<file path="src/rtl/serial_shifter_if.sv">
// rtl/serial_shifter_if.sv - request/result handshake bundle for serial_shifter
interface serial_shifter_if #(
  parameter int D_SIZE = 8
);
  logic                      valid_in;
  logic                      ready_out;
  logic [D_SIZE-1:0]         x_in;
  logic [$clog2(D_SIZE)-1:0] s_in;
  logic [2:0]                op_in;
  logic                      valid_out;
  logic                      ready_in;
  logic [D_SIZE-1:0]         y_out;
  logic                      zf_out;
  logic                      vf_out;

  modport slave (
    input  valid_in, x_in, s_in, op_in, ready_in,
    output ready_out, valid_out, y_out, zf_out, vf_out
  );

  modport master (
    output valid_in, x_in, s_in, op_in, ready_in,
    input  ready_out, valid_out, y_out, zf_out, vf_out
  );
endinterface

</file>
<file path="src/rtl/serial_shifter.sv">
// rtl/serial_shifter.sv - multi-cycle shifter/rotator, one bit position per clock
module serial_shifter #(
  parameter int D_SIZE = 8
) (
  input  logic              clk_in,
  input  logic              rst_n_in,
  serial_shifter_if.slave   bus
);
  localparam int CW = $clog2(D_SIZE);

  typedef enum logic [1:0] {
    IDLE  = 2'd0,
    SHIFT = 2'd1,
    DONE  = 2'd2
  } state_t;

  state_t            state_q;
  logic [D_SIZE-1:0] work_q;
  logic [2:0]        op_q;
  logic [CW-1:0]     cnt_q;
  logic              zf_q;
  logic              vf_q;
  logic              ready_q;
  logic              valid_q;
  logic [D_SIZE-1:0] work_d;
  logic              sla_ovf_d;

  // op[2] selects left, op[1] selects rotate, op[0] selects arithmetic for plain shifts
  function automatic logic [D_SIZE-1:0] shift_step(input logic [D_SIZE-1:0] x,
                                                    input logic [2:0] op);
    logic [D_SIZE-1:0] r;
    r = x;
    case (op[2:1])
      2'b00:   r = op[0] ? {x[D_SIZE-1], x[D_SIZE-1:1]} : {1'b0, x[D_SIZE-1:1]};
      2'b01:   r = {x[0], x[D_SIZE-1:1]};
      2'b10:   r = op[0] ? {x[D_SIZE-1], x[D_SIZE-3:0], 1'b0} : {x[D_SIZE-2:0], 1'b0};
      default: r = {x[D_SIZE-2:0], x[D_SIZE-1]};
    endcase
    return r;
  endfunction

  always_comb begin
    work_d    = shift_step(work_q, op_q);
    sla_ovf_d = (op_q == 3'b101) && (work_q[D_SIZE-2] != work_q[D_SIZE-1]);
  end

  always_ff @(posedge clk_in or negedge rst_n_in) begin
    if (!rst_n_in) begin
      state_q <= IDLE;
      work_q  <= '0;
      op_q    <= '0;
      cnt_q   <= '0;
      zf_q    <= 1'b0;
      vf_q    <= 1'b0;
      ready_q <= 1'b1;
      valid_q <= 1'b0;
    end else begin
      case (state_q)
        IDLE: begin
          if (bus.valid_in) begin
            work_q  <= bus.x_in;
            op_q    <= bus.op_in;
            cnt_q   <= bus.s_in;
            zf_q    <= (bus.x_in == '0);
            vf_q    <= 1'b0;
            ready_q <= 1'b0;
            if (bus.s_in == '0) begin
              state_q <= DONE;
              valid_q <= 1'b1;
            end else begin
              state_q <= SHIFT;
            end
          end
        end
        SHIFT: begin
          work_q <= work_d;
          zf_q   <= (work_d == '0);
          cnt_q  <= cnt_q - CW'(1);
          if (sla_ovf_d) vf_q <= 1'b1;
          if (cnt_q == CW'(1)) begin
            state_q <= DONE;
            valid_q <= 1'b1;
          end
        end
        DONE: begin
          // result and flags hold here for as long as the consumer stalls
          if (bus.ready_in) begin
            state_q <= IDLE;
            valid_q <= 1'b0;
            ready_q <= 1'b1;
          end
        end
        default: begin
          state_q <= IDLE;
          valid_q <= 1'b0;
          ready_q <= 1'b1;
        end
      endcase
    end
  end

  assign bus.ready_out = ready_q;
  assign bus.valid_out = valid_q;
  assign bus.y_out     = work_q;
  assign bus.zf_out    = zf_q;
  assign bus.vf_out    = vf_q;
endmodule

</file>
<file path="src/flat_wrapper.sv">
// flat-port wrapper written by rule: the top's interface ports become plain ports
module serial_shifter_flat 
#(
  parameter int D_SIZE = 8
)
  (clk_in, rst_n_in, bus_valid_in, bus_x_in, bus_s_in, bus_op_in, bus_ready_in, bus_ready_out, bus_valid_out, bus_y_out, bus_zf_out, bus_vf_out);
  serial_shifter_if #(.D_SIZE(D_SIZE)) bus_i ();
  input  logic clk_in;
  input  logic rst_n_in;
  input wire logic [$bits(bus_i.valid_in)-1:0] bus_valid_in;
  input wire logic [$bits(bus_i.x_in)-1:0] bus_x_in;
  input wire logic [$bits(bus_i.s_in)-1:0] bus_s_in;
  input wire logic [$bits(bus_i.op_in)-1:0] bus_op_in;
  input wire logic [$bits(bus_i.ready_in)-1:0] bus_ready_in;
  output wire logic [$bits(bus_i.ready_out)-1:0] bus_ready_out;
  output wire logic [$bits(bus_i.valid_out)-1:0] bus_valid_out;
  output wire logic [$bits(bus_i.y_out)-1:0] bus_y_out;
  output wire logic [$bits(bus_i.zf_out)-1:0] bus_zf_out;
  output wire logic [$bits(bus_i.vf_out)-1:0] bus_vf_out;
  assign bus_i.valid_in = bus_valid_in;
  assign bus_i.x_in = bus_x_in;
  assign bus_i.s_in = bus_s_in;
  assign bus_i.op_in = bus_op_in;
  assign bus_i.ready_in = bus_ready_in;
  assign bus_ready_out = bus_i.ready_out;
  assign bus_valid_out = bus_i.valid_out;
  assign bus_y_out = bus_i.y_out;
  assign bus_zf_out = bus_i.zf_out;
  assign bus_vf_out = bus_i.vf_out;
  serial_shifter #(.D_SIZE(D_SIZE)) u_core (.clk_in(clk_in), .rst_n_in(rst_n_in), .bus(bus_i));
endmodule
</file>
<file path="config.mk">
export PLATFORM = sky130hd
export DESIGN_NAME = serial_shifter_flat
export DESIGN_NICKNAME = d
export VERILOG_FILES = /design/src/rtl/serial_shifter_if.sv /design/src/rtl/serial_shifter.sv /design/src/flat_wrapper.sv
export SDC_FILE = /design/constraint.sdc
export NUM_CORES = 1
export LEC_CHECK = 0
export CAP_MARGIN = 20
export CORE_MARGIN = 2
export CORE_UTILIZATION = 30
export CTS_CLUSTER_SIZE = 40
export DETAILED_ROUTE_END_ITERATION = 8
export PLACE_DENSITY = 0.54
export SETUP_SLACK_MARGIN = 0.2
export SKIP_LAST_GASP = 1
export SYNTH_ARGS = -nofsm -noshare
export SYNTH_HDL_FRONTEND = slang
export SYNTH_SLANG_ARGS = --single-unit
</file>
<file path="constraint.sdc">
create_clock -name clk_in -period 2 [get_ports clk_in]
set_clock_uncertainty 0.1 [all_clocks]
set_input_delay 0.6 -clock clk_in [delete_from_list [all_inputs] [get_ports clk_in]]
set_output_delay 0.6 -clock clk_in [all_outputs]
set_load 0.01 [all_outputs]
</file>
==> metrics <==
FF-to-FF setup slack between 0.3 and 0.4 ns; CTS Hold Bufs 0; Static Leak 0.699 nW; Final Max Tran Viols 0; CP startpoint kind flop; DR pass1 iterations 5; P_sw approximately 1 mW; CP Depth 1; final worst slack roughly 0.23 ns; initial antenna violation count 0; pwr dens between 1500 and 2000 nW/µm²; Area contributors post-synth dfrtp_1, o21ai_0, o22ai_1; final total power ~2.4 mW; IO Port Bufs 29; largest net degree at the start of global routing 21; Logic pwr share a little under three fifths; # DRC 0; RR Startpoint u_core.bus.y_out[5]; die area between 4000 and 5000 µm²; setup TNS 0 ns; Seq pwr share 31.3%; period utilisation layout 88.5%; worst-case clock buffer depth 2; routed length per placed instance approximately 14 µm; reg2reg path depth 5; Max Freq 565 MHz; num rows 22; vias 1,107; Slew HR ~73%; cells after synthesis around 130; internal power 1.44 mW; syn avg cell area 9.01 µm²; CTS tree yes; Sw Share about two fifths; DRT met1 WL approximately 1.5 mm; kind of cell adding the most delay to the critical path flip-flops; min-delay worst type flop to flop; Worst Path Arrival between 1 and 1.5 ns; GRT overflow 0; yosys warns 0; ys async rst share 100%; DP Cell Count 204; Antenna Violating Nets Remaining 0; Synth cell types 32; number of global-route vias before repair 1,103; Syn Nets between 100 and 150; Total Wirelength between 3 and 4 mm; Critical Path Fanout Max 3; crit path time final roughly 1.8 ns; synthesized area 1150 µm²; crit path buf inv count 1; Max-Cap Viols 0; Setup crit end bus_ready_out; final hold vios 0; Critical Path Sink Type output pin; worst skew pair latency about 0.26 ns; status completed; Peak VDD IR 0.664 mV; Layout area overhead 40.5%; Synth top area share roughly two fifths; Fin Hold WS 0.399 ns; layout cells sized above 1 17.4%; first-pass GRT wire length between 5 and 6 mm; GR Util All Layers 15.6%; proportion of power drawn by the clock network 12.9%; Initial Utilization 31.3%; Critical Path Source u_core.bus.ready_out; Ports 30; top routing layer in use met4; Worst-path clk slew roughly 0.07 ns; Post-synth EDFFs 0; htree depth 1; met2 WL roughly 1.4 mm; Post-Place Worst Slack 0.00492 ns; crit-path cells dlygate4sd2_1; Synth Flop Type dfrtp_1; total CTS buffers 3; WS Path Type flop to output pin; Placer Congestion between 0.7 and 0.8; CP max stage delay approximately 0.54 ns; RSZ-0062 raised after global routing false; First DRT Iteration DRCs 62; flops & latches, synth 20; commonest non-fill, non-tap cells in the layout clkdlybuf4s50_1, dfrtp_1, buf_4; Die W 66.0 µm; Yosys top cell by area dfrtp_1; DP Wirelength approximately 2.1 mm; Via density around 5.1; core footprint between 3000 and 4000 µm²; sequential-to-total area share from yosys stat between 40% and 50%; worst-margin pin slew 0.406 ns; CTS Root Cell clkbuf_8; CP max-delay cell dfstp_2; final cell count without fillers 215; Vert. Die Dim ~66 µm; # diodes 0; met3 WL around 140 µm; WP data required ~1.3 ns; Post-layout nets ~190; CTS sink count 20; worst reg2reg endpoint u_core.bus.zf_out; # setup viols final 0
-- worst min-delay path by stage --
stage,depth (start not counted),startpoint,slack [ns],end
finish,2,u_core.bus.ready_out,0.40,u_core.bus.ready_out
global route,2,u_core.bus.ready_out,0.41,u_core.bus.ready_out
CTS,2,u_core.bus.ready_out,0.40,u_core.bus.ready_out
detailed placement,2,u_core.bus.ready_out,0.39,u_core.bus.ready_out
global placement,1,u_core.op_q[0],0.38,u_core.op_q[0]
floorplan,0,rst_n_in,0.20,u_core.bus.valid_out
-- routing by layer --
metal,GRT usage (%),vias up
li1,-,550
met1,22.2,529
met2,24.5,26
met3,2.56,2
met4,3.83,0
met5,0,-
-- timing repair --
action / CTS / global route
gates cloned: 0 / 0
endpoints found under the setup margin: 12 / 2
gates resized for setup: 14 / 2
setup buffers: 7 / 0
pin swaps: 0 / 0
-- kinds of logic after synthesis --
family	synth area share (%)
AO/OA/AOI/OAI	26.0
XOR/XNOR	0.759
adder cells (fa/ha/maj)	2.17
buffers and inverters	7.27
flip-flops	43.5
multiplexers	4.77
AND/OR/NAND/NOR	15.5
-- layout make-up --
type / instances / area (µm²)
fillers: 393 / 2070
flip-flops and latches: 20 / 504
repair buffers: 44 / 388
clock buffers: 4 / 55.1
well taps: 48 / 60.1
inverters: 8 / 30.0
multi-input cells: 91 / 583
-- power by group through the flow --
stage	sequential, mW	combinational [mW]	clock (mW)
2_1_floorplan	0.828	0.806	0
3_3_place_gp	0.834	1.25	0
3_5_place_dp	0.839	1.26	0
4_1_cts	0.761	1.37	0.325
5_1_grt	0.796	1.54	0.347
6_report	0.764	1.36	0.315
-- Yosys cell counts, types with 2 or more instances --
cell type / n
mux2_2: 4
o22a_1: 2
nand2_1: 11
ha_1: 2
nand3_1: 3
clkbuf_1: 5
nor4_1: 5
nand2b_1: 3
o211ai_1: 4
inv_1: 8
buf_6: 2
nor2_1: 7
o21ai_0: 14
o22ai_1: 11
a21oi_1: 12
dfrtp_1: 19
-- flip-flops by register name (all words and copies together) (netlist names) --
register / flops
u_core.bus.ready_out: 1
u_core.bus.valid_out: 1
u_core.bus.vf_out: 1
u_core.bus.y_out: 8
u_core.bus.zf_out: 1
u_core.cnt_q: 3
u_core.op_q: 3
u_core.state_q: 2
-- stage by stage --
step | util [%] | cell area (µm²)
CTS | 43.5 | 1610
detailed placement | 40.9 | 1510
global placement | 40.9 | 1510
floorplan | - | 1150
global route | 43.9 | 1620
finish | 43.9 | 1620
(Power assumes the default switching activity.)
